[src/rtl/arm_mc_controller.sv]
// Multicycle ARMv4-subset control unit: main FSM, instruction/ALU decode, NZCV flags, condition logic.
// Define MC_CTRL_WAIT_EN to add the mem_ready input that stalls FETCH, MEMREAD and MEMWRITE.
module arm_mc_controller (
    input  logic        clk,
    input  logic        reset,
`ifdef MC_CTRL_WAIT_EN
    input  logic        mem_ready,
`endif
    input  logic [19:0] Instr,
    input  logic [3:0]  ALUFlags,
    output logic        PCWrite,
    output logic        AdrSrc,
    output logic        MemWrite,
    output logic        IRWrite,
    output logic [1:0]  ResultSrc,
    output logic [1:0]  ALUControl,
    output logic        ALUSrcA,
    output logic [1:0]  ALUSrcB,
    output logic [1:0]  ImmSrc,
    output logic        RegWrite,
    output logic [1:0]  RegSrc,
    output logic [3:0]  State
);

    typedef enum logic [3:0] {
        FETCH    = 4'd0,
        DECODE   = 4'd1,
        MEMADR   = 4'd2,
        MEMREAD  = 4'd3,
        MEMWB    = 4'd4,
        MEMWRITE = 4'd5,
        EXECR    = 4'd6,
        EXECI    = 4'd7,
        ALUWB    = 4'd8,
        BRANCH   = 4'd9
    } state_t;

    state_t      state, state_next;
    logic [3:0]  cond;
    logic [1:0]  op;
    logic [5:0]  funct;
    logic [3:0]  rd;
    logic        unused_rn;

    logic        ready, stall;
    logic        nextpc, irw, regw, memw, branch, aluop, pcs;
    logic [1:0]  flagw;
    logic [3:0]  flags;
    logic        condex, condexr;

    assign cond      = Instr[19:16];
    assign op        = Instr[15:14];
    assign funct     = Instr[13:8];
    assign rd        = Instr[3:0];
    assign unused_rn = ^Instr[7:4];

`ifdef MC_CTRL_WAIT_EN
    assign ready = mem_ready;
`else
    assign ready = 1'b1;
`endif

    assign stall = ~ready & ((state == FETCH) | (state == MEMREAD) | (state == MEMWRITE));

    always_ff @(posedge clk or posedge reset) begin
        if (reset) state <= FETCH;
        else       state <= state_next;
    end

    always_comb begin
        state_next = state;
        nextpc     = 1'b0;
        irw        = 1'b0;
        regw       = 1'b0;
        memw       = 1'b0;
        branch     = 1'b0;
        aluop      = 1'b0;
        AdrSrc     = 1'b0;
        ALUSrcA    = 1'b0;
        ALUSrcB    = 2'b00;
        ResultSrc  = 2'b00;
        case (state)
            FETCH: begin
                irw       = ready;
                nextpc    = ready;
                ALUSrcA   = 1'b1;
                ALUSrcB   = 2'b10;
                ResultSrc = 2'b10;
                if (ready) state_next = DECODE;
            end
            DECODE: begin
                ALUSrcA   = 1'b1;
                ALUSrcB   = 2'b10;
                ResultSrc = 2'b10;
                case (op)
                    2'b00:   state_next = funct[5] ? EXECI : EXECR;
                    2'b01:   state_next = MEMADR;
                    2'b10:   state_next = BRANCH;
                    default: state_next = FETCH;
                endcase
            end
            MEMADR: begin
                ALUSrcB    = 2'b01;
                state_next = funct[0] ? MEMREAD : MEMWRITE;
            end
            MEMREAD: begin
                AdrSrc = 1'b1;
                if (ready) state_next = MEMWB;
            end
            MEMWB: begin
                ResultSrc  = 2'b01;
                regw       = 1'b1;
                state_next = FETCH;
            end
            MEMWRITE: begin
                AdrSrc = 1'b1;
                memw   = 1'b1;
                if (ready) state_next = FETCH;
            end
            EXECR: begin
                aluop      = 1'b1;
                state_next = ALUWB;
            end
            EXECI: begin
                ALUSrcB    = 2'b01;
                aluop      = 1'b1;
                state_next = ALUWB;
            end
            ALUWB: begin
                regw       = 1'b1;
                state_next = FETCH;
            end
            BRANCH: begin
                ALUSrcB    = 2'b01;
                ResultSrc  = 2'b10;
                branch     = 1'b1;
                state_next = FETCH;
            end
            default: state_next = FETCH;
        endcase
    end

    // Unrecognised funct codes fall back to ADD with no flag update.
    always_comb begin
        ALUControl = 2'b00;
        flagw      = 2'b00;
        if (aluop) begin
            case (funct[4:1])
                4'b0100: begin ALUControl = 2'b00; flagw = {funct[0], funct[0]}; end
                4'b0010: begin ALUControl = 2'b01; flagw = {funct[0], funct[0]}; end
                4'b0000: begin ALUControl = 2'b10; flagw = {funct[0], 1'b0};     end
                4'b1100: begin ALUControl = 2'b11; flagw = {funct[0], 1'b0};     end
                default: begin ALUControl = 2'b00; flagw = 2'b00;                end
            endcase
        end
    end

    always_comb begin
        logic n, z, c, v;
        {n, z, c, v} = flags;
        condex = 1'b0;
        case (cond)
            4'b0000: condex = z;
            4'b0001: condex = ~z;
            4'b0010: condex = c;
            4'b0011: condex = ~c;
            4'b0100: condex = n;
            4'b0101: condex = ~n;
            4'b0110: condex = v;
            4'b0111: condex = ~v;
            4'b1000: condex = c & ~z;
            4'b1001: condex = ~(c & ~z);
            4'b1010: condex = (n == v);
            4'b1011: condex = (n != v);
            4'b1100: condex = ~z & (n == v);
            4'b1101: condex = z | (n != v);
            4'b1110: condex = 1'b1;
            default: condex = 1'b0;
        endcase
    end

    always_ff @(posedge clk or posedge reset) begin
        if (reset) begin
            flags   <= '0;
            condexr <= 1'b0;
        end else begin
            if (aluop & flagw[1] & condex) flags[3:2] <= ALUFlags[3:2];
            if (aluop & flagw[0] & condex) flags[1:0] <= ALUFlags[1:0];
            if (!stall) condexr <= condex;
        end
    end

    assign pcs      = ((rd == 4'd15) & regw) | branch;
    assign PCWrite  = ~reset & (nextpc | (pcs & condexr));
    assign IRWrite  = ~reset & irw;
    assign RegWrite = ~reset & regw & condexr;
    assign MemWrite = ~reset & memw & condexr;
    assign ImmSrc   = op;
    assign RegSrc   = {op == 2'b01, op == 2'b10};
    assign State    = state;

endmodule

[config.mk]
export PLATFORM = sky130hd
export DESIGN_NAME = arm_mc_controller
export DESIGN_NICKNAME = d
export VERILOG_FILES = /design/src/rtl/arm_mc_controller.sv
export SDC_FILE = /design/constraint.sdc
export NUM_CORES = 1
export LEC_CHECK = 0
export BUFFER_PORTS_ARGS = -buffer_cell sky130_fd_sc_hd__buf_2
export CORE_ASPECT_RATIO = 1.1
export CORE_MARGIN = 2
export CORE_UTILIZATION = 44
export CTS_CLUSTER_SIZE = 16
export DETAILED_ROUTE_END_ITERATION = 10
export PLACE_DENSITY = 0.78
export SETUP_SLACK_MARGIN = 0.2
export SLEW_MARGIN = 20
export SYNTH_ARGS = -nofsm -noshare
export SYNTH_HDL_FRONTEND = slang
export SYNTH_SLANG_ARGS = --single-unit
[constraint.sdc]
create_clock -name clk -period 2.1 [get_ports clk]
set_input_delay 0.315 -clock clk [delete_from_list [all_inputs] [get_ports clk]]
set_output_delay 0.315 -clock clk [all_outputs]
set_load 0.01 [all_outputs]
==> results.md <==
- Fin util: 0.709
- Share of power burned in registers: 0.227
- Largest net degree at the start of global routing: 17
- Register area share after synthesis: 0.257
- Post-route cell area: 1290 um^2
- Port Buffers: 41
- Max cap viols: 0
- Min-delay worst type: in -> async
- CTS Sinks: 9
- Total CTS buffers: 3
- Commonest non-fill, non-tap cells in the layout: 41 x buf_2, 13 x buf_4, 10 x nor2_1
- DP HPWL: 1720 um
- DR WL/cell: 14.3 um
- Ys Warns: 0
- Worst Setup End Kind: flip-flop
- Tcrit/Tclk final: 0.961
- Pint: 690 uW
- Slew Limit Headroom: 0.758
- # DRC: 0
- Chip width: 46.6 um
- Reg2Reg Setup Slack: 80 ps
- GRT overflow: 0
- # setup viols final: 0
- Async set-reset flop share out of synthesis: 1.00
- EDFF count, synth: 0
- Crit path DAT: 2180 ps
- PwrDens: 977 nW/um^2
- DIE AREA: 2370 um^2
- CP Cell Sequence: xor2_2 > or3_1 > a211o_1 > nand4bb_4 > o2111a_2 > mux2_4
- Cell Area, Placed: 1130 um^2
- Synth Cell Area: 877 um^2
- Static Leakage: 0.629 nW
- Critical Path Start Type: flip-flop
- Row count: 16
- Number of global-route vias before repair: 960
- Period minus WS final: 2020 ps
- TNS Setup: 0 ps
- Core box area: 1820 um^2
- Clk buf depth: 2
- Commonest non-fill, non-tap cell in the layout: buf_2
- I/O pins: 46
- Post-synthesis register bit count: 9
- H-tree levels: 1
- Root Driver: clkbuf_4
- Main flop type after synthesis: dfrtp_1
- Final nets: 181
- Hold Buf Count CTS: 0
- Fmax: 0.495 GHz
- CP peak stage delay: 420 ps
- Via density: 5.40
- Final Hold Fails: 0
- R2R depth: 6
- Switching Share: 0.453
- Layout Cells excl Fill: 181
- Total nets after synthesis: 128
- Worst slew pin tran: 363 ps
- Diode count: 0
- RR Endpoint: flags[3]$_DFFE_PP0P_
- Clock share of power: 0.116
- Hold Slack: 56.5 ps
- Final wirelength: 2590 um
- Psw: 571 uW
- Syn_area_per_cell: 8.60 um^2
- Slew Viols, Final: 0
- Vias: 978
- Clk slew on worst S/H paths: 70 ps
- DRT Pass-1 Iters: 4
- CP required: 2260 ps
- Final GP Congestion: 0.798
- CP max FO: 2
- Area Overhead vs Synth: 47.2%
- Tot GR Track Use: 0.241
- Unique masters post-synth: 46
- Status: completed
- Initial antenna violation count: 0
- Beginning of the worst register-to-register path: flags[0]$_DFFE_PP0P_
- CTS tree: built
- Slowest CP cell: dfrtp_1
- Peak supply drop: 0.659 mV
- Skew final: 4.01 ps
- Post-DRT Antenna Nets: 0
- First-pass GRT wire length: 4140 um
- Layout cell share with drive strength beyond 1: 0.519
- # placed instances: 166
- Clk Latency, worst-skew pair: 280 ps
- Initial core utilization: 0.481
- DRT iter0 DRCs: 20
- RSZ-0062 raised after global routing: true
- Post-synthesis cell count: 102
- Die H: 50.8 um
- Logic gate share of total power: 0.657
- WS Path Type: reg -> reg
[critical path: cells and delay by family (launching register included)]
family / cells / cell delay [ps]
AOI/OAI and AO/OA: 2 / 540
xor gates and xnor gates: 1 / 200
DFF: 1 / 420
muxes: 1 / 300
and+or+nand+nor: 2 / 440
[metrics by stage]
stage	power, mW	setup WS [ps]
after floorplan	0.737	193
after detailed placement	0.965	27.8
after global routing	1.35	40.0
after CTS	1.19	92.3
final	1.26	81.8
after global placement	0.946	64.1
[cell type report]
type,count,area [um^2]
Timing Repair Buffer,56,334
Tap cell,27,33.8
Multi-Input combinational cell,80,652
Fill cell,162,531
Inverter,5,18.8
Clock buffer,4,26.3
Sequential cell,9,226
[logic make-up after synthesis]
family | count (synthesis) | synth area share
mux | 4 | 0.0599
compound gates | 22 | 0.185
simple gates | 48 | 0.364
xor+xnor | 6 | 0.0599
buf+inv | 13 | 0.0742
flops | 9 | 0.257
[flip-flops by register name (all words and copies together) (netlist names)]
register  cells
condexr       1
State         4
flags         4
[cell usage after synthesis (all sizes together), types with 2 or more instances]
cell type / count / area, um^2
o221a: 2 / 22.5
o21ai: 4 / 20.0
inv: 5 / 18.8
nor2b: 3 / 18.8
buf: 4 / 31.3
nor3: 7 / 35.0
dfrtp: 9 / 225
nor2: 11 / 41.3
nand2b: 4 / 25.0
a21oi: 4 / 20.0
nor4: 3 / 18.8
clkbuf: 4 / 15.0
nand2: 5 / 18.8
and2b: 2 / 16.3
xnor2: 5 / 43.8
mux2: 4 / 52.6
or2b: 3 / 25.0
[worst max path at each step]
stage	startpoint	endpoint	slack [ps]	cells past startpoint
finish	flags[0]$_DFFE_PP0P_	flags[3]$_DFFE_PP0P_	80	6
global route	flags[0]$_DFFE_PP0P_	flags[2]$_DFFE_PP0P_	40	6
CTS	flags[0]$_DFFE_PP0P_	flags[2]$_DFFE_PP0P_	90	6
detailed placement	Instr[16]	flags[2]$_DFFE_PP0P_	30	7
global placement	Instr[16]	flags[2]$_DFFE_PP0P_	60	7
floorplan	flags[3]$_DFFE_PP0P_	flags[2]$_DFFE_PP0P_	190	6
[layer usage]
metal	track usage	vias to the layer above	wire length [um]
met4	0.0571	0	33
met5	0	-	0
met2	0.421	38	1350
met3	0.0424	4	158
met1	0.296	462	1040
li1	-	474	-
[power groups by stage]
stage	logic (mW)	clock network, mW	registers, mW
after detailed placement	0.681	0	0.284
final	0.828	0.146	0.287
after CTS	0.761	0.145	0.282
after global placement	0.666	0	0.280
after global routing	0.901	0.155	0.296
after floorplan	0.454	0	0.283
[repair_timing]
action                     CTS  global route
setup endpoints to repair    8             8
pin swaps                    2             5
gates resized for setup      6             3
cloned                       0             0
setup buffers                7             4
No activity file was read; power rests on OpenSTA's default activity.
